[src/rtl/uart_fifo_pkg.sv]
// Shared constants and level-update encoding for the UART TX/RX FIFOs.
// Latency: n/a (package only).
// Backpressure: n/a (package only).
//
// Contents: default data/address widths, default almost-full/almost-empty
// thresholds, and the level-update opcode plus the helper that derives it
// from the accepted read/write strobes.
package uart_fifo_pkg;

  localparam int unsigned UART_FIFO_DATA_W    = 8;
  localparam int unsigned UART_FIFO_ADDR_W    = 5;
  localparam int unsigned UART_FIFO_AFULL_TH  = 28;
  localparam int unsigned UART_FIFO_AEMPTY_TH = 2;

  // How the occupancy counter moves on a given edge.
  typedef enum logic [1:0] {
    LVL_HOLD = 2'd0,
    LVL_INC  = 2'd1,
    LVL_DEC  = 2'd2
  } lvl_op_e;

  // A simultaneous accepted push and pop leaves the level unchanged.
  function automatic lvl_op_e lvl_op(input logic wr_acc, input logic rd_acc);
    lvl_op_e op;
    op = LVL_HOLD;
    if (wr_acc && !rd_acc) op = LVL_INC;
    if (rd_acc && !wr_acc) op = LVL_DEC;
    return op;
  endfunction

endpackage

[src/rtl/uart_fifo_ram.sv]
// Storage array for uart_sync_fifo: synchronous write, asynchronous read.
// Latency: write visible on the read port the cycle after the write edge.
// Backpressure: none; the caller guarantees a write only to a free slot.
//
// Ports:
//   clk            clock
//   we/waddr/wdata synchronous write port
//   raddr/rdata    asynchronous (combinational) read port
module uart_fifo_ram
  import uart_fifo_pkg::*;
#(
  parameter int unsigned DATA_W = UART_FIFO_DATA_W,
  parameter int unsigned ADDR_W = UART_FIFO_ADDR_W
) (
  input  logic              clk,
  input  logic              we,
  input  logic [ADDR_W-1:0] waddr,
  input  logic [DATA_W-1:0] wdata,
  input  logic [ADDR_W-1:0] raddr,
  output logic [DATA_W-1:0] rdata
);

  localparam int unsigned DEPTH = 1 << ADDR_W;

  // Contents are deliberately not reset so this maps onto LUT-RAM / latch arrays.
  logic [DATA_W-1:0] mem [DEPTH];

  always_ff @(posedge clk) begin
    if (we) mem[waddr] <= wdata;
  end

  assign rdata = mem[raddr];

endmodule

[src/rtl/uart_sync_fifo.sv]
// Parametrised synchronous FIFO for the UART TX/RX paths, registered or FWFT read.
// Latency: FWFT=0 read data one cycle after an accepted rd; FWFT=1 head word visible
// the cycle after it is written. Backpressure: writes refused when full unless a pop
// happens in the same cycle; reads refused when empty.
//
// Ports:
//   clk, rst_n      clock, asynchronous active-low reset
//   clr             synchronous flush (priority over wr/rd)
//   wr, wrdata      push request and data
//   rd              pop request
//   rddata,rd_valid read data and its qualifier
//   empty, full, almost_full, almost_empty, level   occupancy status
//   overflow, underflow                             sticky error flags
//
// Build option: define UART_FIFO_ERR_STAT_EN to implement the sticky
// overflow/underflow flags; otherwise both outputs are constant 0.
module uart_sync_fifo
  import uart_fifo_pkg::*;
#(
  parameter int unsigned DATA_W    = UART_FIFO_DATA_W,
  parameter int unsigned ADDR_W    = UART_FIFO_ADDR_W,
  parameter int unsigned AFULL_TH  = UART_FIFO_AFULL_TH,
  parameter int unsigned AEMPTY_TH = UART_FIFO_AEMPTY_TH,
  parameter int unsigned FWFT      = 0
) (
  input  logic              clk,
  input  logic              rst_n,
  input  logic              clr,
  input  logic              wr,
  input  logic [DATA_W-1:0] wrdata,
  input  logic              rd,
  output logic [DATA_W-1:0] rddata,
  output logic              rd_valid,
  output logic              empty,
  output logic              full,
  output logic              almost_full,
  output logic              almost_empty,
  output logic [ADDR_W:0]   level,
  output logic              overflow,
  output logic              underflow
);

  localparam int unsigned     DEPTH      = 1 << ADDR_W;
  localparam logic [ADDR_W:0] FULL_LVL   = (ADDR_W+1)'(DEPTH);
  localparam logic [ADDR_W:0] AFULL_LVL  = (ADDR_W+1)'(AFULL_TH);
  localparam logic [ADDR_W:0] AEMPTY_LVL = (ADDR_W+1)'(AEMPTY_TH);

  logic [ADDR_W-1:0] wr_ptr;
  logic [ADDR_W-1:0] rd_ptr;
  logic [ADDR_W:0]   level_q;
  logic              rd_acc;
  logic              wr_acc;
  logic [DATA_W-1:0] ram_rdata;

  // ---------------------------------------------------------------------------
  // Status decode from the registered level
  // ---------------------------------------------------------------------------
  assign level        = level_q;
  assign empty        = (level_q == '0);
  assign full         = (level_q == FULL_LVL);
  assign almost_full  = (level_q >= AFULL_LVL);
  assign almost_empty = (level_q <= AEMPTY_LVL);

  // A write into a full FIFO is safe when the same edge frees the head slot.
  assign rd_acc = rd && !empty;
  assign wr_acc = wr && (!full || rd_acc);

  // ---------------------------------------------------------------------------
  // Storage
  // ---------------------------------------------------------------------------
  uart_fifo_ram #(
    .DATA_W (DATA_W),
    .ADDR_W (ADDR_W)
  ) u_ram (
    .clk   (clk),
    .we    (wr_acc && !clr),
    .waddr (wr_ptr),
    .wdata (wrdata),
    .raddr (rd_ptr),
    .rdata (ram_rdata)
  );

  // ---------------------------------------------------------------------------
  // Pointers and level
  // ---------------------------------------------------------------------------
  always_ff @(posedge clk or negedge rst_n) begin
    if (!rst_n) begin
      wr_ptr  <= '0;
      rd_ptr  <= '0;
      level_q <= '0;
    end else if (clr) begin
      wr_ptr  <= '0;
      rd_ptr  <= '0;
      level_q <= '0;
    end else begin
      // Pointers are exactly ADDR_W bits so DEPTH-1 wraps to 0 for free.
      if (wr_acc) wr_ptr <= wr_ptr + 1'b1;
      if (rd_acc) rd_ptr <= rd_ptr + 1'b1;
      case (lvl_op(wr_acc, rd_acc))
        LVL_INC: level_q <= level_q + 1'b1;
        LVL_DEC: level_q <= level_q - 1'b1;
        default: level_q <= level_q;
      endcase
    end
  end

  // ---------------------------------------------------------------------------
  // Read side
  // ---------------------------------------------------------------------------
  if (FWFT != 0) begin : g_fwft
    // Head word is presented straight from the array; masked to 0 while empty
    // so stale or uninitialised contents never leak out.
    assign rddata   = empty ? '0 : ram_rdata;
    assign rd_valid = !empty;
  end else begin : g_reg
    logic [DATA_W-1:0] rddata_q;
    logic              rd_valid_q;

    always_ff @(posedge clk or negedge rst_n) begin
      if (!rst_n) begin
        rddata_q   <= '0;
        rd_valid_q <= 1'b0;
      end else if (clr) begin
        rddata_q   <= '0;
        rd_valid_q <= 1'b0;
      end else begin
        // rd_valid is a one-cycle pulse; rddata holds until the next pop.
        rd_valid_q <= rd_acc;
        if (rd_acc) rddata_q <= ram_rdata;
      end
    end

    assign rddata   = rddata_q;
    assign rd_valid = rd_valid_q;
  end

  // ---------------------------------------------------------------------------
  // Sticky error flags
  // ---------------------------------------------------------------------------
`ifdef UART_FIFO_ERR_STAT_EN
  logic overflow_q;
  logic underflow_q;

  always_ff @(posedge clk or negedge rst_n) begin
    if (!rst_n) begin
      overflow_q  <= 1'b0;
      underflow_q <= 1'b0;
    end else if (clr) begin
      overflow_q  <= 1'b0;
      underflow_q <= 1'b0;
    end else begin
      if (wr && !wr_acc) overflow_q  <= 1'b1;
      if (rd && empty)   underflow_q <= 1'b1;
    end
  end

  assign overflow  = overflow_q;
  assign underflow = underflow_q;
`else
  assign overflow  = 1'b0;
  assign underflow = 1'b0;
`endif

endmodule

[config.mk]
export PLATFORM = sky130hd
export DESIGN_NAME = uart_sync_fifo
export DESIGN_NICKNAME = d
export VERILOG_FILES = /design/src/rtl/uart_fifo_pkg.sv /design/src/rtl/uart_fifo_ram.sv /design/src/rtl/uart_sync_fifo.sv
export SDC_FILE = /design/constraint.sdc
export NUM_CORES = 1
export LEC_CHECK = 0
export CORE_AREA = 3 3 154 156
export CTS_BUF_LIST = sky130_fd_sc_hd__clkbuf_8
export DETAILED_ROUTE_END_ITERATION = 10
export DIE_AREA = 0 0 157 159
export GPL_ROUTABILITY_DRIVEN = 0
export PLACE_DENSITY_LB_ADDON = 0.08
export SETUP_SLACK_MARGIN = 0.2
export SYNTH_ARGS = -nofsm -noshare
export SYNTH_HDL_FRONTEND = slang
export SYNTH_SLANG_ARGS = --single-unit
[constraint.sdc]
create_clock -name clk -period 9.4 [get_ports clk]
set_input_delay 1.41 -clock clk [delete_from_list [all_inputs] [get_ports clk]]
set_output_delay 1.41 -clock clk [all_outputs]
set_load 0.005 [all_outputs]
Yosys cells after proc, flatten, opt, wreduce, memory -nomap -nowiden:

Memory sizes are Yosys's and may differ from the RTL's.
Cells that the tools add are included.

* add/subtract/negate cells: 4
* order comparisons: 2
* equal/unequal tests: 3
* multiplexer cells: 14
* reductions and logical operators: 15

Operator list (count)
* 5-bit two-way mux: 4
* 8-bit two-way mux: 2
* 6-bit one-hot mux with 2 select lines: 1
* 5-bit by 1-bit adder with 5-bit output (second input constant): 2
* 6-bit by 1-bit adder with 6-bit output (second input constant): 1
* 6-bit equality test (second input constant): 1
* 6-bit by 5-bit greater-or-equal comparator with 1-bit output (second input constant): 1
* 6-bit by 2-bit less-or-equal comparator with 1-bit output (second input constant): 1
* 6-bit zero test: 1
* 6-bit two-way mux: 1
* 6-bit by 1-bit subtractor with 6-bit output (second input constant): 1
* 1-bit logical AND: 5
* 1-bit zero test: 5
* 1-bit two-way mux: 4
* 2-bit two-way mux: 2
* 2-bit nonzero test: 2
* 3-bit nonzero test: 1
* 2-bit by 1-bit equality test with 1-bit output (second input constant): 1
* 2-bit equality test (second input constant): 1
* 1-bit logical OR: 1

* register bits after elaboration: 25
* bits in writable memories: 256
* input bits: 13
* output and inout bits: 21
* word-level logic and storage cells: 44
* memories kept: 1

Memories
* u_ram.mem: depth 32, bits a word 8, read ports 1, clocked after memory_dff 0, write ports 1, RTL line uart_fifo_ram.sv:26 `logic [DATA_W-1:0] mem [DEPTH];`

Logic depth before layout (Yosys ltp):

* depth after elaboration: 12
* gate-level depth with buffers: 10
* gate-level depth less buffers: 9

Hierarchy:

From an unflattened synthesis, not the netlist that was laid out.

* cell total of the unflattened synthesis: 543
* area total of the unflattened synthesis: 11260.8 um2

Modules (own cells, without submodules)
* uart_fifo_ram: instances 1, cells each 409, area an instance 9893.2 um2, seq. area each 7687.4 um2
* uart_sync_fifo: instances 1, cells each 134, area an instance 1367.6 um2, seq. area each 625.6 um2

Worst setup path after synthesis:

Ideal clock, no wire load.

* path kind: input to register
* start: in rd
* end: reg level_q[5] (netlist: level[5])
* setup time: 125 ps
* arrival: 3244 ps
* required time: 9275 ps
* setup slack: 6031 ps
* cell stages on the path: 9
* buffers on the path: 1
* path through: o31a_1 > buf_6 > nor2b_4 > ha_1 > a211oi_1 > o21bai_1 > a21oi_1 > mux2i_1 > mux2_2

* cells in the longest elaborated chain, start to end: 10
* elaborated cells on any way between the ends: 15
* classes of those cells: 2 x eq/ne; 5 x mux; 8 x reduce/logical

RTL lines
* start: declaration: RTL line uart_sync_fifo.sv:31 `input logic rd,`
* 1-bit logical AND *: RTL line uart_sync_fifo.sv:65 `assign rd_acc = rd && !empty;`
* 1-bit logical OR: RTL line uart_sync_fifo.sv:66 `assign wr_acc = wr && (!full || rd_acc);`
* 1-bit logical AND: RTL line uart_sync_fifo.sv:66
* 1-bit logical AND / 1-bit zero test (equally long branches): RTL line uart_fifo_pkg.sv:26, uart_fifo_pkg.sv:27
* 1-bit two-way mux / 1-bit logical AND (equally long branches): RTL line uart_fifo_pkg.sv:26, uart_fifo_pkg.sv:27
* 2-bit two-way mux *: RTL line uart_fifo_pkg.sv:27 `if (rd_acc && !wr_acc) op = LVL_DEC;`
* 2-bit two-way mux *: RTL line uart_sync_fifo.sv:91 `end else if (clr) begin`
* 2-bit equality test / 2-bit by 1-bit equality test with 1-bit output (equally long branches): RTL line uart_sync_fifo.sv:99 `case (lvl_op(wr_acc, rd_acc))`
* 6-bit one-hot mux with 2 select lines: RTL line uart_sync_fifo.sv:99
* 6-bit two-way mux: RTL line uart_sync_fifo.sv:91
* end signal: assignment: RTL line uart_sync_fifo.sv:100 `LVL_INC: level_q <= level_q + 1'b1;`
* end signal: assignment: RTL line uart_sync_fifo.sv:101 `LVL_DEC: level_q <= level_q - 1'b1;`
* end signal: assignment: RTL line uart_sync_fifo.sv:102 `default: level_q <= level_q;`
* end: declaration: RTL line uart_sync_fifo.sv:50 `logic [ADDR_W:0] level_q;`

Every way passes the cells marked *; elsewhere a longest branch is shown, timed or not. The select of a mux whose other input is x is not followed.
A chain may end at the register's enable or synchronous reset.

Worst setup path after layout:

Same ends and word-level chain as after synthesis.

==> results.cfg <==
[routing]
dr.pass1.iters = 4
drtIter0Drc = 517
vias = 5717
wl_um = 24100
ant_nets = 0
post_drt_wl_per_cell_um = 24.7
routed_via_density = 5.85
drc_errors = 0

[finish]
insertedDiodeCount = 0
final_net_count = 681
synthToLayoutAreaGrowth_pct = 13.1
final_common_cell = edfxtp_1
drive_above_1_share_pct = 19.5
num-fill-cells = 1702
final_cell_mix = edfxtp_1, clkbuf_8, nor2_1
fin_util_pct = 56.5

[grt]
grt_usage_pct = 19.8
grt_max_degree = 45
grt_antenna_before_repair = 0
grt_pass1_wl_um = 36900
grt-ovfl-total = 0
grt_pass1_vias = 5983

[setup_path]
critPathMaxStageDelay_ns = 0.52
cp_slowest_cell = clkdlybuf4s50_1
path_buf_inv = 1
cp.required_ns = 9.82
cp_top_family = compound AO/OA/AOI/OAI gates
worstPathArrival_ns = 4.20
critical_path_class = in2reg
crit_path_end_kind = flop
rr_worst_depth = 6
crit_chain = clkdlybuf4s50_1 > o31a_1 > nor2b_4 > ha_1 > a211oi_1 > o21bai_1 > a21oi_1 > mux2i_1 > mux2_2
crit-reg2reg-capture = rddata[2]
worstSetupStartpointType = primary input
regToRegSetupSlack_ns = 6.08
crit_fanout = 9
timing.rr.start = rd_ptr[2]

[die]
die_x_um = 157
io-pin-count = 34
design.die.area_um2 = 25000
coreArea_um2 = 22500
dieHeight_um = 159
fp-row-count = 55
initial_core_util_pct = 50.0

[sta]
hold_violations = 0
clock_skew_ns = 0.0197
period_share_pct = 40.2
setup_viol = 0
setup_tns_ns = 0
worstMarginPinSlew_ns = 1.19
rsz0062_at_grt = false
slew_headroom_pct = 20.4
maxSlewViolCount = 0
final.min_clock_period_ns = 3.78
max_freq_ghz = 0.265

[power_and_ir_drop]
total_power_mw = 3.03
power_density_nw_per_um2 = 238
p_leak_nw = 4.14
ir_drop_v = 0.000141

[synthesis]
yosysWarnings = 0
synth-compound-area-share_pct = 4.97
muxShareOfSynthArea_pct = 13.7
synthAdderAreaFrac_pct = 1.18
synth.yosys.seq_area_share_pct = 73.9
synth-xor-area-share_pct = 0.623
synthArstFlopShare_pct = 8.90
syn-cell-area_um2 = 11200
synth_edf_count = 256
synth-simple-area-share_pct = 3.87
syn_inst = 597
synth_top_family_by_area = multiplexers
synth.distinct_cells = 49
syn_area_per_cell_um2 = 18.8
synth_flop_cell = edfxtp_1
ys_seq_elements = 281

[clock_tree]
ctsHtreeMaxLevel = 2
cts_tree = yes
cts_hold_buf = 0
clkTransAtPathRegs_ns = 0.06
cts_resized = 0
cts_setup_buffers = 0
clock-sinks = 281
numCtsBuffers = 46
cts_root_buffer = clkbuf_8
clk_path_buf_depth = 3
clock_latency_ns = 0.55

[hold_path]
min_to = rddata[6]
holdPathStages = 1
min_from = rddata[6]
hp-class = reg2reg

[placement]
dp_hpwl_um = 14400
io_buffers = 31

[run_status]
status = completed

[job]
drv_cap = 0
## sequential cells by signal (all words and copies together) (netlist names)
signal	cells
rddata	8
rd_ptr	5
rd_valid	1
level	6
wr_ptr	5
u_ram.mem	256
## per-stage QoR
stage | instances | setup slack, ns | instance area (um^2) | hold WS [ns]
floorplan | 598 | 6.03 | 11200 | 0.489
global placement | 895 | 5.24 | 11800 | 0.490
detailed placement | 895 | 5.09 | 11800 | 0.502
CTS | 978 | 5.69 | 12700 | 0.515
global route | 978 | 5.48 | 12700 | 0.524
finish | 978 | 5.62 | 12700 | 0.509
## kinds of logic after synthesis
logic type               Yosys count
flip-flops                       281
multiplexers                      93
adder cells (fa/ha/maj)           10
XOR/XNOR                           8
other                              1
AND/OR/NAND/NOR                   91
buffers and inverters             36
AO/OA/AOI/OAI                     77
## layout make-up
| cell class | count | area [um^2] | area share (%) |
|---|---|---|---|
| Tap cell | 285 | 357 | 2.80 |
| Multi-Input combinational cell | 281 | 2750 | 21.6 |
| Clock buffer | 55 | 757 | 5.95 |
| Inverter | 3 | 11.3 | 0.0885 |
| Sequential cell | 281 | 8320 | 65.4 |
| Timing Repair Buffer | 45 | 415 | 3.27 |
| Clock inverter | 28 | 119 | 0.934 |
## how the worst max path moves through the flow
stage          start  endpoint  slack [ns]  depth (start not counted)
2_1_floorplan     rd  level[5]        6.03                          9
3_3_place_gp      rd  level[5]        5.24                          9
3_5_place_dp      rd  level[5]        5.09                          9
4_1_cts           rd  level[5]        5.69                          9
5_1_grt           rd  level[5]        5.48                          9
6_report          rd  level[5]        5.62                          9
## cell usage after synthesis, drive strengths merged (8+ instances only)
| cell type | number | area (um^2) |
|---|---|---|
| mux4 | 48 | 1080 |
| edfxtp | 256 | 7690 |
| clkbuf | 17 | 63.8 |
| a22o | 14 | 123 |
| dfrtp | 25 | 626 |
| nor2 | 53 | 199 |
| mux2i | 37 | 370 |
| nand2 | 9 | 33.8 |
| ha | 9 | 113 |
| buf | 16 | 115 |
| mux2 | 8 | 90.1 |
| a21oi | 19 | 95.1 |
## routing by layer
metal / GRT usage (%) / part of all wire, % / vias up
met4: 6.05 / 1.7 / 0
met1: 29.0 / 45 / 2999
met2: 31.0 / 49 / 137
li1: - / - / 2547
met3: 3.40 / 4.0 / 34
met5: 0 / 0 / -
## power breakdown
| group | switching [mW] | internal [mW] | leakage [nW] | total, mW |
|---|---|---|---|---|
| Clock | 0.464 | 0.530 | 0.490 | 0.994 |
| Combinational | 0.269 | 0.298 | 1.01 | 0.567 |
| Sequential | 0.0734 | 1.40 | 2.64 | 1.47 |
| Total | 0.807 | 2.22 | 4.14 | 3.03 |
No activity file was read; power rests on OpenSTA's default activity.
